<file path="src/rtl/tdm_demux_1_4.sv">
// tdm_demux_1_4: registered 1:4 TDM demultiplexer with frame-sync lock or explicit channel select
module tdm_demux_1_4 #(
  parameter int DATA_WIDTH = 8
) (
  input  logic                  Clock_In,
  input  logic                  Reset_In,
  input  logic                  Enable_In,
  input  logic [DATA_WIDTH-1:0] Data_In,
  input  logic                  Valid_In,
  input  logic                  Frame_Sync_In,
  input  logic                  Select_Mode_In,
  input  logic [1:0]            Select_In,
  output logic [DATA_WIDTH-1:0] Data_0_Out,
  output logic [DATA_WIDTH-1:0] Data_1_Out,
  output logic [DATA_WIDTH-1:0] Data_2_Out,
  output logic [DATA_WIDTH-1:0] Data_3_Out,
  output logic                  Valid_0_Out,
  output logic                  Valid_1_Out,
  output logic                  Valid_2_Out,
  output logic                  Valid_3_Out,
  output logic                  Frame_Done_Out,
  output logic                  Sync_Error_Out,
  output logic                  Locked_Out
);
  typedef enum logic {HUNT, LOCKED} state_t;
  state_t                r_state;
  logic [1:0]            r_cnt;
  logic                  r_mode_q;
  logic [DATA_WIDTH-1:0] r_data [4];
  logic [3:0]            r_valid;
  logic                  r_done;
  logic                  r_err;
  logic                  w_chg;
  state_t                w_st;
  state_t                w_nst;
  logic [1:0]            w_cnt;
  logic [1:0]            w_ch;
  logic [1:0]            w_ncnt;
  logic                  w_wr;
  logic                  w_done;
  logic                  w_err;
  // A mode change restarts the hunt before this cycle's sample is routed
  always_comb begin
    w_chg  = Enable_In && (Select_Mode_In != r_mode_q);
    w_st   = w_chg ? HUNT : r_state;
    w_cnt  = w_chg ? 2'd0 : r_cnt;
    w_wr   = Enable_In && Valid_In && (Select_Mode_In || Frame_Sync_In || w_st == LOCKED);
    w_ch   = Select_Mode_In ? Select_In : (Frame_Sync_In ? 2'd0 : w_cnt);
    w_nst  = Select_Mode_In ? HUNT : (w_wr ? LOCKED : w_st);
    w_ncnt = Select_Mode_In ? 2'd0 : (w_wr ? w_ch + 2'd1 : w_cnt);
    w_done = w_wr && !Select_Mode_In && !Frame_Sync_In && w_cnt == 2'd3;
    w_err  = w_wr && !Select_Mode_In && Frame_Sync_In && w_st == LOCKED && w_cnt != 2'd0;
  end
  always_ff @(posedge Clock_In) begin
    if (Reset_In) begin
      r_state  <= HUNT;
      r_cnt    <= '0;
      r_mode_q <= 1'b0;
      r_valid  <= '0;
      r_done   <= 1'b0;
      r_err    <= 1'b0;
      for (int i = 0; i < 4; i++) r_data[i] <= '0;
    end else begin
      r_valid <= w_wr ? 4'b0001 << w_ch : 4'b0000;
      r_done  <= w_done;
      r_err   <= w_err;
      if (Enable_In) begin
        r_mode_q <= Select_Mode_In;
        r_state  <= w_nst;
        r_cnt    <= w_ncnt;
      end
      if (w_wr) r_data[w_ch] <= Data_In;
    end
  end
  assign Data_0_Out     = r_data[0];
  assign Data_1_Out     = r_data[1];
  assign Data_2_Out     = r_data[2];
  assign Data_3_Out     = r_data[3];
  assign Valid_0_Out    = r_valid[0];
  assign Valid_1_Out    = r_valid[1];
  assign Valid_2_Out    = r_valid[2];
  assign Valid_3_Out    = r_valid[3];
  assign Frame_Done_Out = r_done;
  assign Sync_Error_Out = r_err;
  assign Locked_Out     = (r_state == LOCKED);
endmodule

</file>
<file path="config.mk">
export PLATFORM = sky130hd
export DESIGN_NAME = tdm_demux_1_4
export DESIGN_NICKNAME = d
export VERILOG_FILES = /design/src/rtl/tdm_demux_1_4.sv
export SDC_FILE = /design/constraint.sdc
export NUM_CORES = 1
export LEC_CHECK = 0
export ABC_AREA = 1
export CAP_MARGIN = 25
export CORE_MARGIN = 5
export CORE_UTILIZATION = 41
export DETAILED_ROUTE_END_ITERATION = 8
export PLACE_DENSITY_LB_ADDON = 0.05
export RECOVER_POWER = 25
export SETUP_SLACK_MARGIN = 0.4
export SLEW_MARGIN = 20
export SYNTH_ARGS = -nofsm -noshare
export SYNTH_HDL_FRONTEND = slang
export SYNTH_SLANG_ARGS = --single-unit
export TNS_END_PERCENT = 20
</file>
<file path="constraint.sdc">
create_clock -name Clock_In -period 1.85 [get_ports Clock_In]
set_clock_uncertainty 0.15 [all_clocks]
set_input_delay 0.185 -clock Clock_In [delete_from_list [all_inputs] [get_ports Clock_In]]
set_output_delay 0.185 -clock Clock_In [all_outputs]
set_load 0.1 [all_outputs]
</file>
; ---- Word-level counts from Yosys, hierarchy flattened
; Memory sizes are Yosys's and may differ from the RTL's.
; Cells that the tools add are included.
[op_classes]
add_sub_neg = 1
n_eq_ne = 2
n_shift = 1
mux = 16
n_bitwise = 1
reduce_logical = 16
[op_table]
columns = op, n
row1 = $mux 2, 6
row2 = $logic_and 1x1->1, 9
row3 = $mux 1, 9
row4 = $mux 8, 1
row5 = $reduce_or 8->1, 1
row6 = $shl 1x2->4 const A, 1
row7 = $add 2x1->2 const B, 1
row8 = $eq 2x2->1 const B, 1
row9 = $logic_not 1->1, 2
row10 = $logic_or 1x1->1, 2
row11 = $reduce_bool 2->1, 1
row12 = $reduce_or 2->1, 1
row13 = $ne 1x1->1, 1
row14 = $not 1->1, 1
[word_totals]
register_bits = 10
mem_bits_rw = 32
inputBits = 16
out_inout_bits = 39
wordCells = 44
mem_count = 1
[mem_list]
columns = name, depth, width, read_ports, rd_ports_with_merged_regs, write_ports, line_no
row1 = r_data, 4, 8, 4, 0, 4, 29  ; logic [DATA_WIDTH-1:0] r_data [4];

; ---- Longest topological paths before layout
[depth]
ltp_word = 10
ltp_mapped = 11
depth_no_buf = 11

; ---- Worst setup path after synthesis
; Ideal clock, no wire load.
[synth_path]
kind = flip-flop to flip-flop
from = register r_state, in the netlist Locked_Out
to = memory r_data[3][0], enable pin
setup_ns = 0.384
arrival_time_ns = 1.962
required_time_ns = 1.316
slack_ns = -0.646
path_stages_with_launch = 5
n_path_buf = 0
synth_period_minus_slack_ns = 2.496
path_cell_list = dfxtp_1 nand2_2 nand2_2 nand2_4 o21ai_0
[synth_rtl]
columns = element, line_no
row1 = from (decl), 26  ; state_t r_state;
row2 = from (signal assigned), 69  ; r_state <= w_nst;
row3 = to (decl), 29

==> run_results.csv <==
group,metric,value,unit
die,rows,23,
worst_setup_path,critPathArrivalTime,1.50,ns
pwr,vdd_drop_max,0.527,mV
final_layout,final_cell_mix,"32 x edfxtp_1, 29 x buf_4, 28 x clkbuf_2",
clock_network,cts_root_buf,"clkbuf_8",
final_layout,areaGrowthSynthToFinish,50.1,%
routing,dr.pass1.iters,5,
synth,synth-xor-area-share,0,%
final_layout,final_area,2600,um2
synth,synth_fa_ha_area_share,0,%
routing,drtIter0Drc,43,
worst_setup_path,required,1.66,ns
synth,synth_top_family_by_area,"simple AND/OR/NAND/NOR gates",
synth,synth_cell_types,23,
pwr,p_sw,0.647,mW
worst_setup_path,cpPeakStageDelay,0.34,ns
clock_network,htreeDepth,2,
routing,vias,1311,
worst_setup_path,cp_slowest_cell,"dfxtp_2",
synth,yosysTopAreaCell,"edfxtp_1",
final_layout,antennaDiodeCount,0,
clock_network,numCtsBuffers,5,
die,core-area,4060,um2
pwr,internal_power,1.56,mW
run,max_cap_violations,0,
clock_network,clk_latency,0.29,ns
die,ios,55,
pwr,powerDensity,851,nW/um2
die,start_util,42.6,%
synth,syn_inst,147,
clock_network,clockBufferDepth,2,
routing,wl_per_cell,14.0,um
die,die-area,5620,um2
die,die_width,74.9,um
hold_path,hp-class,"primary input to register",
worst_setup_path,critPathKind,"register to register",
final_layout,layout_commonest_cell,"edfxtp_1",
pwr,power,2.21,mW
die,fp.dieH,74.9,um
sta,rsz0062_at_grt,"yes",
global_routing,grt_pass1_wl,6170,um
synth,synth_nets,163,
synth,synth_compound_area_share,2.60,%
global_routing,grtUsageTotal,15.0,%
global_routing,antenna_found_initial,0,
run_status,outcome,"finished clean",
pwr,swShare,29.3,%
final_layout,layoutNonFillerInstCount,281,
final_layout,drive_above_1_share,44.2,%
sta,hold_viol_final,0,
worst_setup_path,path_buf_inv,1,
clock_network,cts.clk_slew.worst_paths,0.08,ns
synth,yosys-top-cells-area,"edfxtp_1 56%, dfxtp_1 12%, nor2_1 6.3%, nand2_1 4.3%, inv_1 4.1%",
sta,worstMarginPinSlew,0.555,ns
sta,final.period_utilization,90.9,%
placed_design,postPlaceCellArea,2430,um2
placed_design,hpwl,3080,um
global_routing,gr-total-overflow,0,
worst_setup_path,crit_fanout,8,
pwr,pwr-share-seq,47.7,%
final_layout,fillerInstances,317,
sta,fmax,0.594,GHz
final_layout,layout.nets,246,
clock_network,cts_tree,"done",
synth,muxShareOfSynthArea,0,%
pwr,clockPowerShare,31.7,%
clock_network,clock_sinks,42,
routing,ant_nets,0,
final_layout,fin_util,64.0,%
pwr,p_comb_share,20.6,%
worst_setup_path,cp-end-kind,"register",
pwr,leakagePower,1.17,nW
placed_design,dp.cells,267,
synth,syn_area,1730,um2
synth,syn_area_per_cell,11.8,um2
sta,slew_headroom,63.2,%
synth,netlist.area_leader.share,55.6,%
synth,yosysSeqAreaShare,67.1,%
routing,drc,0,
sta,post-route-min-period,1.68,ns
placed_design,portBuffers,54,
routing,avgViaCountPerCell,4.67,
synth,ys_warn_count,0,
placed_design,place_congestion,0.894,
sta,setup_viol,0,
routing,wirelength,3950,um
global_routing,grt_max_degree,13,
sta,finalMaxSlewViolations,0,
worst_setup_path,critPathTopFamily,"simple AND/OR/NAND/NOR gates",
sta,holdWs,0.0841,ns
synth,ys_seq_elements,42,
synth,yosys.area_share.simple,24.0,%
worst_setup_path,crit_top_cell,"nand2_4",
worst_setup_path,crit_chain,"nand2_1 -> nand3_4 -> nand2_4 -> nand2_4 -> nand2_4 -> buf_6 -> o21ai_4",
worst_setup_path,startpoint_type,"register",
global_routing,grt_pass1_vias,1232,
[tightest hold or removal path: cells and delay by family]
kind                   cells  cell delay, ns
AND/OR/NAND/NOR            2            0.14
buffers and inverters      1            0.16
[repair_timing]
item	in CTS	in global routing
endpoints found under the setup margin	73	70
pin swaps	4	11
setup buffers	3	3
resized for setup	18	9
hold buffers	0	0
hold endpoints to repair	0	0
gates cloned	0	0
[worst paths after layout]
path                 start             end  slack [ns]  depth (start not counted)
min          Frame_Sync_In  Sync_Error_Out        0.08                          3
min reg2reg     Locked_Out      Locked_Out        0.36                          2
max               r_mode_q    r_data[0][6]        0.17                          7
max reg2reg       r_mode_q    r_data[0][6]        0.17                          7
[metrics by stage]
step	setup TNS (ns)	worst slack [ns]
floorplan	0	0.138
global placement	-11.90	-0.262
detailed placement	-17.35	-0.392
CTS	0	0.171
global route	0	0.114
finish	0	0.168
[cell type report]
cell class | count | area, um2 | share of cell area, %
inverter | 22 | 92.6 | 3.57
sequential | 42 | 1170 | 44.9
multi-input combinational | 82 | 588 | 22.7
timing repair buffer | 77 | 581 | 22.4
clock buffer | 7 | 76.3 | 2.94
clock inverter | 1 | 30.0 | 1.16
tap | 50 | 62.6 | 2.41
[metal layers]
layer / routed length [um] / track usage (%)
met1: 1640 / 19.4
met3: 319 / 5.07
met4: 45 / 2.96
met5: 0 / 0
met2: 1940 / 24.5
[registers in the layout (all words and copies together), names as in the netlist]
name            flops
Frame_Done_Out      1
Locked_Out          1
Sync_Error_Out      1
r_cnt               2
r_data             32
r_mode_q            1
r_valid             4
[kinds of logic after synthesis]
group | Yosys count
buffers and inverters | 23
and+or+nand+nor | 74
DFF | 42
AOI/OAI and AO/OA | 8
[power groups by stage]
stage / registers, mW / logic, mW / clock network, mW
after floorplan: 1.29 / 0.0926 / 0
after global placement: 1.07 / 0.435 / 0
after detailed placement: 1.08 / 0.439 / 0
after CTS: 1.05 / 0.460 / 0.716
after global routing: 1.06 / 0.476 / 0.764
final: 1.05 / 0.456 / 0.700
[cells in the mapped netlist (all sizes together)]
cell type	count
a211oi	1
nand2	25
a21oi	3
nor4	1
o21ai	3
inv	22
dfxtp	10
nor2	34
nand3	8
buf	1
nor3	6
a21boi	1
edfxtp	32
Power figures use the tool's default switching activity.
